`src/rtl/uart_rx_fifo_if.sv`:
```
// Bus between the UART receive FIFO and its producer/consumer side.
// The master drives strobes; the slave (the FIFO) returns status and head data.
interface uart_rx_fifo_if #(
    parameter int DEPTH_LOG2 = 4
);
    logic                  rcv;
    logic [7:0]            data_in;
    logic                  pop;
    logic                  clear;
    logic [15:0]           data_out;
    logic [DEPTH_LOG2:0]   count;
    logic                  empty;
    logic                  full;
    logic                  overrun;
    logic                  rts;

    modport master (
        output rcv, data_in, pop, clear,
        input  data_out, count, empty, full, overrun, rts
    );

    modport slave (
        input  rcv, data_in, pop, clear,
        output data_out, count, empty, full, overrun, rts
    );
endinterface

```
`src/rtl/uart_rx_fifo.sv`:
```
// Circular receive FIFO between the UART receiver and the CPU RX register,
// with sticky overrun flag and registered RTS flow control.
module uart_rx_fifo #(
    parameter int DEPTH_LOG2 = 4,
    parameter int RTS_MARGIN = 4
) (
    input logic           clk,
    input logic           rstn,
    uart_rx_fifo_if.slave bus
);
    localparam int DEPTH = 1 << DEPTH_LOG2;
    localparam int CW    = DEPTH_LOG2 + 1;

    localparam logic [CW-1:0] DEPTH_C  = CW'(DEPTH);
    localparam logic [CW-1:0] MARGIN_C = CW'(RTS_MARGIN);

    logic [7:0]            mem_q [DEPTH];
    logic [DEPTH_LOG2-1:0] wptr_q, wptr_d;
    logic [DEPTH_LOG2-1:0] rptr_q, rptr_d;
    logic [CW-1:0]         count_q, count_d;
    logic                  overrun_q, overrun_d;
    logic                  rts_q, rts_d;

    logic empty, full;
    logic pop_ok, push_ok, drop;

    assign empty = (count_q == '0);
    assign full  = (count_q == DEPTH_C);

    // A pop at full frees the slot the simultaneous push lands in.
    assign pop_ok  = bus.pop && !empty;
    assign push_ok = bus.rcv && (!full || pop_ok);
    assign drop    = bus.rcv && full && !pop_ok;

    always_comb begin
        wptr_d    = wptr_q;
        rptr_d    = rptr_q;
        count_d   = count_q;
        overrun_d = overrun_q;
        if (bus.clear) begin
            wptr_d    = '0;
            rptr_d    = '0;
            count_d   = '0;
            overrun_d = 1'b0;
        end else begin
            if (push_ok) wptr_d = wptr_q + 1'b1;
            if (pop_ok)  rptr_d = rptr_q + 1'b1;
            count_d   = count_q + CW'(push_ok) - CW'(pop_ok);
            overrun_d = overrun_q | drop;
        end
        rts_d = (DEPTH_C - count_d) > MARGIN_C;
    end

    always_ff @(posedge clk) begin
        if (!rstn) begin
            wptr_q    <= '0;
            rptr_q    <= '0;
            count_q   <= '0;
            overrun_q <= 1'b0;
            rts_q     <= 1'b1;
        end else begin
            wptr_q    <= wptr_d;
            rptr_q    <= rptr_d;
            count_q   <= count_d;
            overrun_q <= overrun_d;
            rts_q     <= rts_d;
        end
    end

    // Storage is deliberately left out of reset.
    always_ff @(posedge clk) begin
        if (rstn && !bus.clear && push_ok) begin
            mem_q[wptr_q] <= bus.data_in;
        end
    end

    assign bus.data_out = empty ? 16'hFFFF : {8'h00, mem_q[rptr_q]};
    assign bus.count    = count_q;
    assign bus.empty    = empty;
    assign bus.full     = full;
    assign bus.overrun  = overrun_q;
    assign bus.rts      = rts_q;
endmodule
```
`src/flat_wrapper.sv`:
```
// flat-port wrapper written by rule: the top's interface ports become plain ports
module uart_rx_fifo_flat 
#(
    parameter int DEPTH_LOG2 = 4,
    parameter int RTS_MARGIN = 4
)
  (clk, rstn, bus_rcv, bus_data_in, bus_pop, bus_clear, bus_data_out, bus_count, bus_empty, bus_full, bus_overrun, bus_rts);
  uart_rx_fifo_if #(.DEPTH_LOG2(DEPTH_LOG2)) bus_i ();
  input logic clk;
  input logic rstn;
  input wire logic [$bits(bus_i.rcv)-1:0] bus_rcv;
  input wire logic [$bits(bus_i.data_in)-1:0] bus_data_in;
  input wire logic [$bits(bus_i.pop)-1:0] bus_pop;
  input wire logic [$bits(bus_i.clear)-1:0] bus_clear;
  output wire logic [$bits(bus_i.data_out)-1:0] bus_data_out;
  output wire logic [$bits(bus_i.count)-1:0] bus_count;
  output wire logic [$bits(bus_i.empty)-1:0] bus_empty;
  output wire logic [$bits(bus_i.full)-1:0] bus_full;
  output wire logic [$bits(bus_i.overrun)-1:0] bus_overrun;
  output wire logic [$bits(bus_i.rts)-1:0] bus_rts;
  assign bus_i.rcv = bus_rcv;
  assign bus_i.data_in = bus_data_in;
  assign bus_i.pop = bus_pop;
  assign bus_i.clear = bus_clear;
  assign bus_data_out = bus_i.data_out;
  assign bus_count = bus_i.count;
  assign bus_empty = bus_i.empty;
  assign bus_full = bus_i.full;
  assign bus_overrun = bus_i.overrun;
  assign bus_rts = bus_i.rts;
  uart_rx_fifo #(.DEPTH_LOG2(DEPTH_LOG2), .RTS_MARGIN(RTS_MARGIN)) u_core (.clk(clk), .rstn(rstn), .bus(bus_i));
endmodule
```
`config.mk`:
```
export PLATFORM = sky130hd
export DESIGN_NAME = uart_rx_fifo_flat
export DESIGN_NICKNAME = d
export VERILOG_FILES = /design/src/rtl/uart_rx_fifo_if.sv /design/src/rtl/uart_rx_fifo.sv /design/src/flat_wrapper.sv
export SDC_FILE = /design/constraint.sdc
export NUM_CORES = 1
export LEC_CHECK = 0
export CAP_MARGIN = 20
export CELL_PAD_IN_SITES_DETAIL_PLACEMENT = 2
export CELL_PAD_IN_SITES_GLOBAL_PLACEMENT = 2
export CORE_ASPECT_RATIO = 0.6
export CORE_MARGIN = 1.5
export CORE_UTILIZATION = 48
export DETAILED_ROUTE_END_ITERATION = 10
export GPL_ROUTABILITY_DRIVEN = 0
export GPL_TIMING_DRIVEN = 0
export PLACE_DENSITY_LB_ADDON = 0.3
export SYNTH_ARGS = -nofsm -noshare
export SYNTH_HDL_FRONTEND = slang
export SYNTH_SLANG_ARGS = --single-unit
```
`constraint.sdc`:
```
create_clock -name clk -period 4.21 [get_ports clk]
set_input_delay 0.842 -clock clk [delete_from_list [all_inputs] [get_ports clk]]
set_output_delay 0.842 -clock clk [all_outputs]
set_load 0.1 [all_outputs]
```
### Word level (Yosys, flattened, before mapping)

Memories as Yosys holds them, arrays and structs flattened. A register that Yosys moved wholly into a read port is not among the register bits.
Cells that the tools add are included.

* RAM bits: 128
* bits of input ports: 13
* register bits after elaboration: 15
* output and inout bits: 25
* logic and storage cells: 34
* memories: 1

Memory list
* u_core.mem_q: words 16, bits a word 8, read ports 1, clocked after memory_dff 1, write ports 1, line uart_rx_fifo.sv:17 `logic [7:0] mem_q [DEPTH];`

* magnitude comparators: 1
* equality and inequality tests: 1
* reductions and logical operators: 13
* bitwise operators: 2
* mux-type cells: 6
* $add $sub $neg: 5

Operators by type and width (number)
* $mux W16: 1
* $add A4 B1 Y4 const B: 2
* $mux W4: 2
* $logic_and A1 B1 Y1: 6
* $add A5 B1 Y5: 1
* $eq A5 B5 Y1 const B: 1
* $gt A5 B3 Y1 const B: 1
* $logic_not A5 Y1: 1
* $mux W5: 1
* $sub A5 B1 Y5: 1
* $sub A5 B5 Y5 const A: 1
* $logic_not A1 Y1: 4
* $mux W1: 2
* $reduce_or A2 Y1: 1
* $logic_or A1 B1 Y1: 1
* $not A1 Y1: 1
* $or A1 B1 Y1: 1

### Depth between registers and ports, before layout

Gate-level depths: netlist (run 1).

* depth after elaboration: 10
* gate-level depth with buffers: 12
* gate-level depth less buffers: 11

### Worst setup path after synthesis (run 1)

Ideal clock, no wire load.

* path kind: register -> output
* start point: register u_core.count_q[3] (netlist: u_core.bus.count[3])
* end point: output bus_data_out[0]
* slack: -0.455 ns
* data arrival time: 3.823 ns
* required time: 3.368 ns
* cell stages (with the launch flop): 8
* cell sequence: dfxtp_1 -> inv_1 -> ha_1 -> or4b_1 -> buf_2 -> inv_2 -> nor2_1 -> a22oi_1

* cells in the longest elaborated chain, start to end: 2

RTL lines
* start, declared: line uart_rx_fifo.sv:20 `logic [CW-1:0] count_q, count_d;`
* start signal, assigned: line uart_rx_fifo.sv:64 `count_q <= count_d;`
* $logic_not A5 Y1: line uart_rx_fifo.sv:27 `assign empty = (count_q == '0);`
* via bus_empty: line flat_wrapper.sv:17 `output wire logic [$bits(bus_i.empty)-1:0] bus_empty;`
* $mux W16: line uart_rx_fifo.sv:77 `assign bus.data_out = empty ? 16'hFFFF : {8'h00, mem_q[rptr_q]};`
* end, declared: line flat_wrapper.sv:15 `output wire logic [$bits(bus_i.data_out)-1:0] bus_data_out;`

The timed path passes the listed nets, and every way through them passes these cells.

### Worst setup path in the final report (run 1)

* start point: register u_core.count_q[3] (netlist: u_core.bus.count[3])
* end point: output bus_data_out[15]

* cells in the longest elaborated chain, start to end: 2

RTL lines (line)
* $logic_not A5 Y1: uart_rx_fifo.sv:27
* $mux W16: uart_rx_fifo.sv:77

Every way passes these cells.

==> impl_metrics.yaml, run 1 <==
critical_path:
  cp_max_fo: 10
  timing.critical_path.slowest_stage_cell: "clkdlybuf4s50_1"
  critical_path_arrival_ps: 3270
  crit_chain: "inv_1 > ha_1 > or4b_1 > buf_2 > inv_2 > buf_4 > clkdlybuf4s50_1"
  timing.critical_path.to_type: "primary output"
  timing_worst_setup_path_type: "reg2out"
  critPathMaxStageDelay_ps: 1140
  worst_setup_path_start_kind: "register"
  worst_path_required_ps: 3370
global_routing:
  grt_first_pass_wirelength_um: 26500
  grt-ovfl-total: 0
  antenna_found_initial: 0
  grt_start_max_net_pins: 17
  grt_util_all_layers_pct: 30.1
  grt_pass1_vias: 3803
timing:
  ratio_of_final_minimum_period_to_clock_period_pct: 97.6
  timing_hold_violations_final: 0
  worst_pin_slew_ps: 1140
  finalClockSkew_ps: 11.6
  final_period_minus_worst_setup_slack_ps: 4110
  maxSlewHeadroom_pct: 23.9
  setup_violations: 0
  grt_setup_unrepaired: "false"
  finalMaxSlewViolations: 0
  maxClockFrequency_ghz: 0.243
  layout_setup_ws_ps: 103
  fin_setup_tns_ps: 0
pwr:
  static-leakage-power_nw: 2.30
  vdd.ir_drop.worst_v: 0.000649
  power.density_cell_area_nw_per_um2: 804
outcome:
  status: "complete, no violations"
logic_synthesis:
  yosysUniqueCellTypes: 40
  synthMostInstantiatedCell: "edfxtp_1"
  synth_edf_count: 128
  seq_area_frac_synth_pct: 71.0
  synth-main-ff-cell: "edfxtp_1"
  yosys-top-cells-area: "edfxtp_1, mux4_2, dfxtp_1"
  mappedNetlistNets: 356
  synthArstFlopShare_pct: 0
  yosys_warnings: 0
  synth.largest_area_cell: "edfxtp_1"
  netlist_top_cells_count: "edfxtp_1, mux4_2, nor2_1, dfxtp_1, mux2i_1"
  synth.ff_latch_count: 147
  yosys.area.top_type_share_pct: 64.6
  avgSynthCellArea_um2: 17.9
  post_synth_inst_count: 332
  syn_area_um2: 5950
drt:
  drt_pass1_iterations: 5
  totalWireLength_um: 18300
  initialDrtViolationCount: 307
  detail-route-antenna-nets: 0
  vias_per_cell: 6.06
  post-route-drc-count: 0
  wire_per_inst_um: 32.4
  via_count: 3426
die:
  floorplan.die.width_um: 147
  floorplan.die.height_um: 89.2
  floorplan.initialDensity_pct: 49.3
  core_um2: 12100
  die-area_um2: 13100
  io-pin-count: 38
  placement_rows: 31
cells_and_area:
  fin_util_pct: 58.9
  syn_to_final_growth_pct: 19.4
  finalNonFillerCells: 565
  diode_insertion_count_for_antenna_repair: 0
  final_nets: 411
  post_route_cells_drive_above_1_share_pct: 21.0
  final-seq-area_um2: 4220
  multiInputGateArea_um2: 1550
  postLayoutCellArea_um2: 7100
  fill_cells: 1013
clock_tree:
  cts.sink_count: 147
  clock_tree.root_cell: "clkbuf_16"
  post_cts.repair.setup_buffers: 0
  ctsLongestPathBuffers: 2
  worstSkewPairLatency_ps: 420
  htreeDepth: 4
  clkTransAtPathRegs_ps: 60
  tritoncts: "done"
  post_cts_hold_buffer_count: 0
  cts_buffers: 17
placed_design:
  place.detailed.instances: 533
  cell_area_placed_um2: 6520
  preCtsSetupSlack_ps: 13.4
  place.port_buffers: 36
  hpwlAfterDp_um: 11200
run:
  maxCapViolations: 0
hold_path:
  hold_wc_path_type: "reg2reg"
state kept, by name, indices dropped and copies added (netlist names), named ones only:
register / flops
u_core.mem_q: 128
u_core.bus.count: 5
u_core.rptr_q: 4
u_core.wptr_q: 4
u_core.bus.overrun: 1
u_core.bus.rts: 1
critical path, delay by kind of cell, from the launching register on:
family,cells,cell delay [ps]
buffers and inverters,5,1830
and+or+nand+nor,1,460
DFF,1,360
adders and majority gates,1,200
cells in the final DEF (no fill, tap or decap), types with 7 or more instances in the layout:
master	Yosys	final
a22oi_1	8	8
nand2_1	8	8
ha_1	10	10
mux4_2	32	32
dfxtp_1	19	19
clkbuf_16	0	17
buf_4	11	11
edfxtp_1	128	128
mux2i_1	17	17
nor2_1	30	29
inv_1	9	9
clkbuf_2	0	7
clkdlybuf4s50_1	0	28
where the power goes:
part           switching, mW  internal, mW  leakage [nW]
clock                  0.615          1.04         0.301
sequential            0.0332          1.61          1.31
combinational           1.83         0.582         0.691
kinds of logic after synthesis:
logic type | count (synthesis) | synth area share (%)
XOR/XNOR | 7 | 1.03
buffers and inverters | 33 | 2.96
AO/OA/AOI/OAI | 22 | 2.48
flip-flops | 147 | 71.0
AND/OR/NAND/NOR | 63 | 5.13
multiplexers | 49 | 15.0
adder cells (fa/ha/maj) | 11 | 2.44
path summary, 6_finish.rpt:
check,start,depth (start not counted),slack (ps),end
max reg2reg,u_core.bus.count[3]$_SDFF_PN0_,12,920,u_core.bus.rts$_SDFF_PN1_
max,u_core.bus.count[3]$_SDFF_PN0_,7,100,bus_data_out[15]
min,u_core.bus.overrun$_SDFF_PP0_,2,490,u_core.bus.overrun$_SDFF_PP0_
min reg2reg,u_core.bus.overrun$_SDFF_PP0_,2,490,u_core.bus.overrun$_SDFF_PP0_
per-layer routing:
metal	global-route usage (%)	routed length [um]
met3	6.53	1000
met4	11.5	316
met1	39.8	8020
met5	0	0
met2	50.0	8980
per-stage QoR:
step	hold slack [ps]	power, mW
after floorplan	471	3.48
after global placement	456	3.97
after detailed placement	475	4.06
after CTS	500	5.73
after global routing	544	5.84
final	487	5.71
area by class of cell:
class / count / area share, %
inverter: 10 / 0.528
multi-input combinational: 152 / 21.9
buffer: 23 / 1.95
tap: 165 / 2.91
timing repair buffer: 36 / 4.56
sequential: 147 / 59.5
clock inverter: 14 / 2.69
clock buffer: 18 / 6.04
repair_timing:
item / CTS / global route
cloned: 0 / 0
pin swaps: 0 / 0
gates resized for setup: 10 / 13
setup endpoints to repair: 8 / 7
Power figures use the tool's default switching activity.
==> run 2, diff against run 1 <==
--- a/config.mk
+++ b/config.mk
@@ -10,11 +10,12 @@
 export CELL_PAD_IN_SITES_GLOBAL_PLACEMENT = 2
 export CORE_ASPECT_RATIO = 0.6
 export CORE_MARGIN = 1.5
-export CORE_UTILIZATION = 48
+export CORE_UTILIZATION = 45
 export DETAILED_ROUTE_END_ITERATION = 10
 export GPL_ROUTABILITY_DRIVEN = 0
 export GPL_TIMING_DRIVEN = 0
 export PLACE_DENSITY_LB_ADDON = 0.3
+export SETUP_SLACK_MARGIN = 0.1
 export SYNTH_ARGS = -nofsm -noshare
 export SYNTH_HDL_FRONTEND = slang
 export SYNTH_SLANG_ARGS = --single-unit
==> constraint.sdc (replaced) <==
create_clock -name clk -period 4.55 [get_ports clk]
set_input_delay 0.91 -clock clk [delete_from_list [all_inputs] [get_ports clk]]
set_output_delay 0.91 -clock clk [all_outputs]
set_load 0.1 [all_outputs]
==> impl_metrics.yaml, run 2 (synthesis results as in run 1) <==
die:
  die-area_um2: 13900
  io-pin-count: 38
  floorplan.die.height_um: 92.1
  placement_rows: 32
  floorplan.die.width_um: 151
  floorplan.initialDensity_pct: 46.3
  core_um2: 12900
drt:
  via_count: 3307
  detail-route-antenna-nets: 0
  totalWireLength_um: 16600
  initialDrtViolationCount: 209
  post-route-drc-count: 0
  drt_pass1_iterations: 5
  wire_per_inst_um: 29.0
  vias_per_cell: 5.78
timing:
  maxClockFrequency_ghz: 0.234
  maxSlewHeadroom_pct: 23.0
  ratio_of_final_minimum_period_to_clock_period_pct: 93.8
  finalMaxSlewViolations: 0
  layout_setup_ws_ps: 282
  final_period_minus_worst_setup_slack_ps: 4270
  setup_violations: 0
  grt_setup_unrepaired: "false"
  finalClockSkew_ps: 11.4
  timing_hold_violations_final: 0
  worst_pin_slew_ps: 1150
pwr:
  internal_mw: 2.88
  swShare_pct: 43.9
  pwr-share-comb_pct: 42.7
  clockPowerShare_pct: 27.7
  vdd.ir_drop.worst_v: 0.000617
  power.density_cell_area_nw_per_um2: 719
  power.sequential.fraction_pct: 29.6
  static-leakage-power_nw: 2.30
  net_switching_power_of_the_design_mw: 2.25
critical_path:
  worst_path_required_ps: 3640
  worst_setup_path_start_kind: "register"
  timing.critical_path.to_type: "primary output"
  critical_path_arrival_ps: 3360
  worst_r2r_path_depth: 12
  cp_max_fo: 10
  timing_worst_setup_path_type: "reg2out"
clock_tree:
  ctsLongestPathBuffers: 2
  cts_buffers: 17
  cts.sink_count: 147
  clkTransAtPathRegs_ps: 70
  worstSkewPairLatency_ps: 430
  clock_tree.root_cell: "clkbuf_16"
  htreeDepth: 4
  tritoncts: "done"
  post_cts.repair.setup_buffers: 0
  cts_resized: 6
  post_cts_hold_buffer_count: 0
cells_and_area:
  mostFrequentLayoutCells: "edfxtp_1, mux4_2, nor2_1"
  multiInputGateArea_um2: 1550
  final-seq-area_um2: 4220
  finalNonFillerCells: 572
  final_nets: 413
  largest_reg_flops: 128
  largest_register: "u_core.mem_q"
  syn_to_final_growth_pct: 20.0
  diode_insertion_count_for_antenna_repair: 0
  mostFrequentLayoutCell: "edfxtp_1"
  post_route_cells_drive_above_1_share_pct: 20.9
  fill_cells: 1087
placed_design:
  hpwlAfterDp_um: 10600
  place.port_buffers: 36
  preCtsSetupSlack_ps: 391
  place.detailed.instances: 538
global_routing:
  grt_pass1_vias: 3636
  grt-ovfl-total: 0
  grt_util_all_layers_pct: 25.7
  grt_first_pass_wirelength_um: 24200
  grt_start_max_net_pins: 17
  antenna_found_initial: 0
run:
  maxCapViolations: 0
hold_path:
  hold_depth: 2
  hold_wc_path_type: "reg2reg"
outcome:
  status: "complete, no violations"
-- run 2: cell types whose count changed in the layout (fill, tap and decap cells not counted), moves of 3 or more --
cell,previous run,this run
clkinv_4,0,4
dlygate4sd2_1,1,5
bufinv_16,5,2
clkbuf_2,7,0
clkinv_1,5,0
dlymetal6s2s_1,0,3
-- run 2: worst max-delay path, stage by stage, from the launching register on --
cell	delay, ps
dfxtp_1	340
inv_1	80
ha_1	210
or4b_1	490
buf_2	210
inv_2	180
nor2_2	170
a22oi_1	330
dlygate4sd2_1	900
-- run 2: layout make-up --
class,instances,area share [%]
Sequential cell,147,59.1
Multi-Input combinational cell,152,21.7
Clock buffer,19,6.20
Timing Repair Buffer,38,5.36
Tap cell,170,2.98
Clock inverter,13,2.12
Buffer,23,1.94
Inverter,10,0.525
-- run 2: layer usage --
metal	global-route usage, %	vias to the layer above	wire length (um)
met5	0	-	0
met4	7.44	0	388
met3	5.82	30	950
met2	40.5	139	8030
met1	35.9	1723	7250
li1	-	1415	-
-- run 2: final timing paths --
kind,startpoint,to,slack [ps]
worst max register to register,u_core.bus.count[3]$_SDFF_PN0_,u_core.bus.rts$_SDFF_PN1_,1290
worst max-delay path,u_core.bus.count[3]$_SDFF_PN0_,bus_data_out[7],280
worst min register to register,u_core.bus.overrun$_SDFF_PP0_,u_core.bus.overrun$_SDFF_PP0_,490
worst min-delay path,u_core.bus.overrun$_SDFF_PP0_,u_core.bus.overrun$_SDFF_PP0_,490
-- run 2: power by group through the flow --
stage | logic [mW] | registers [mW] | clock network [mW]
2_1_floorplan | 1.55 | 1.67 | 0
3_3_place_gp | 2.13 | 1.54 | 0
3_5_place_dp | 2.19 | 1.55 | 0
4_1_cts | 2.20 | 1.52 | 1.44
5_1_grt | 2.29 | 1.52 | 1.49
6_report | 2.19 | 1.52 | 1.42
-- run 2: through the flow --
step / TNS [ps] / area (um2) / hold WS (ps) / power [mW] / utilization (%)
2_1_floorplan: -1430 / 5950 / 471 / 3.22 / -
3_3_place_gp: 0 / 6520 / 460 / 3.67 / 50.8
3_5_place_dp: 0 / 6520 / 482 / 3.73 / 50.8
4_1_cts: 0 / 7110 / 501 / 5.15 / 55.4
5_1_grt: 0 / 7140 / 528 / 5.29 / 55.6
6_report: 0 / 7140 / 493 / 5.13 / 55.6
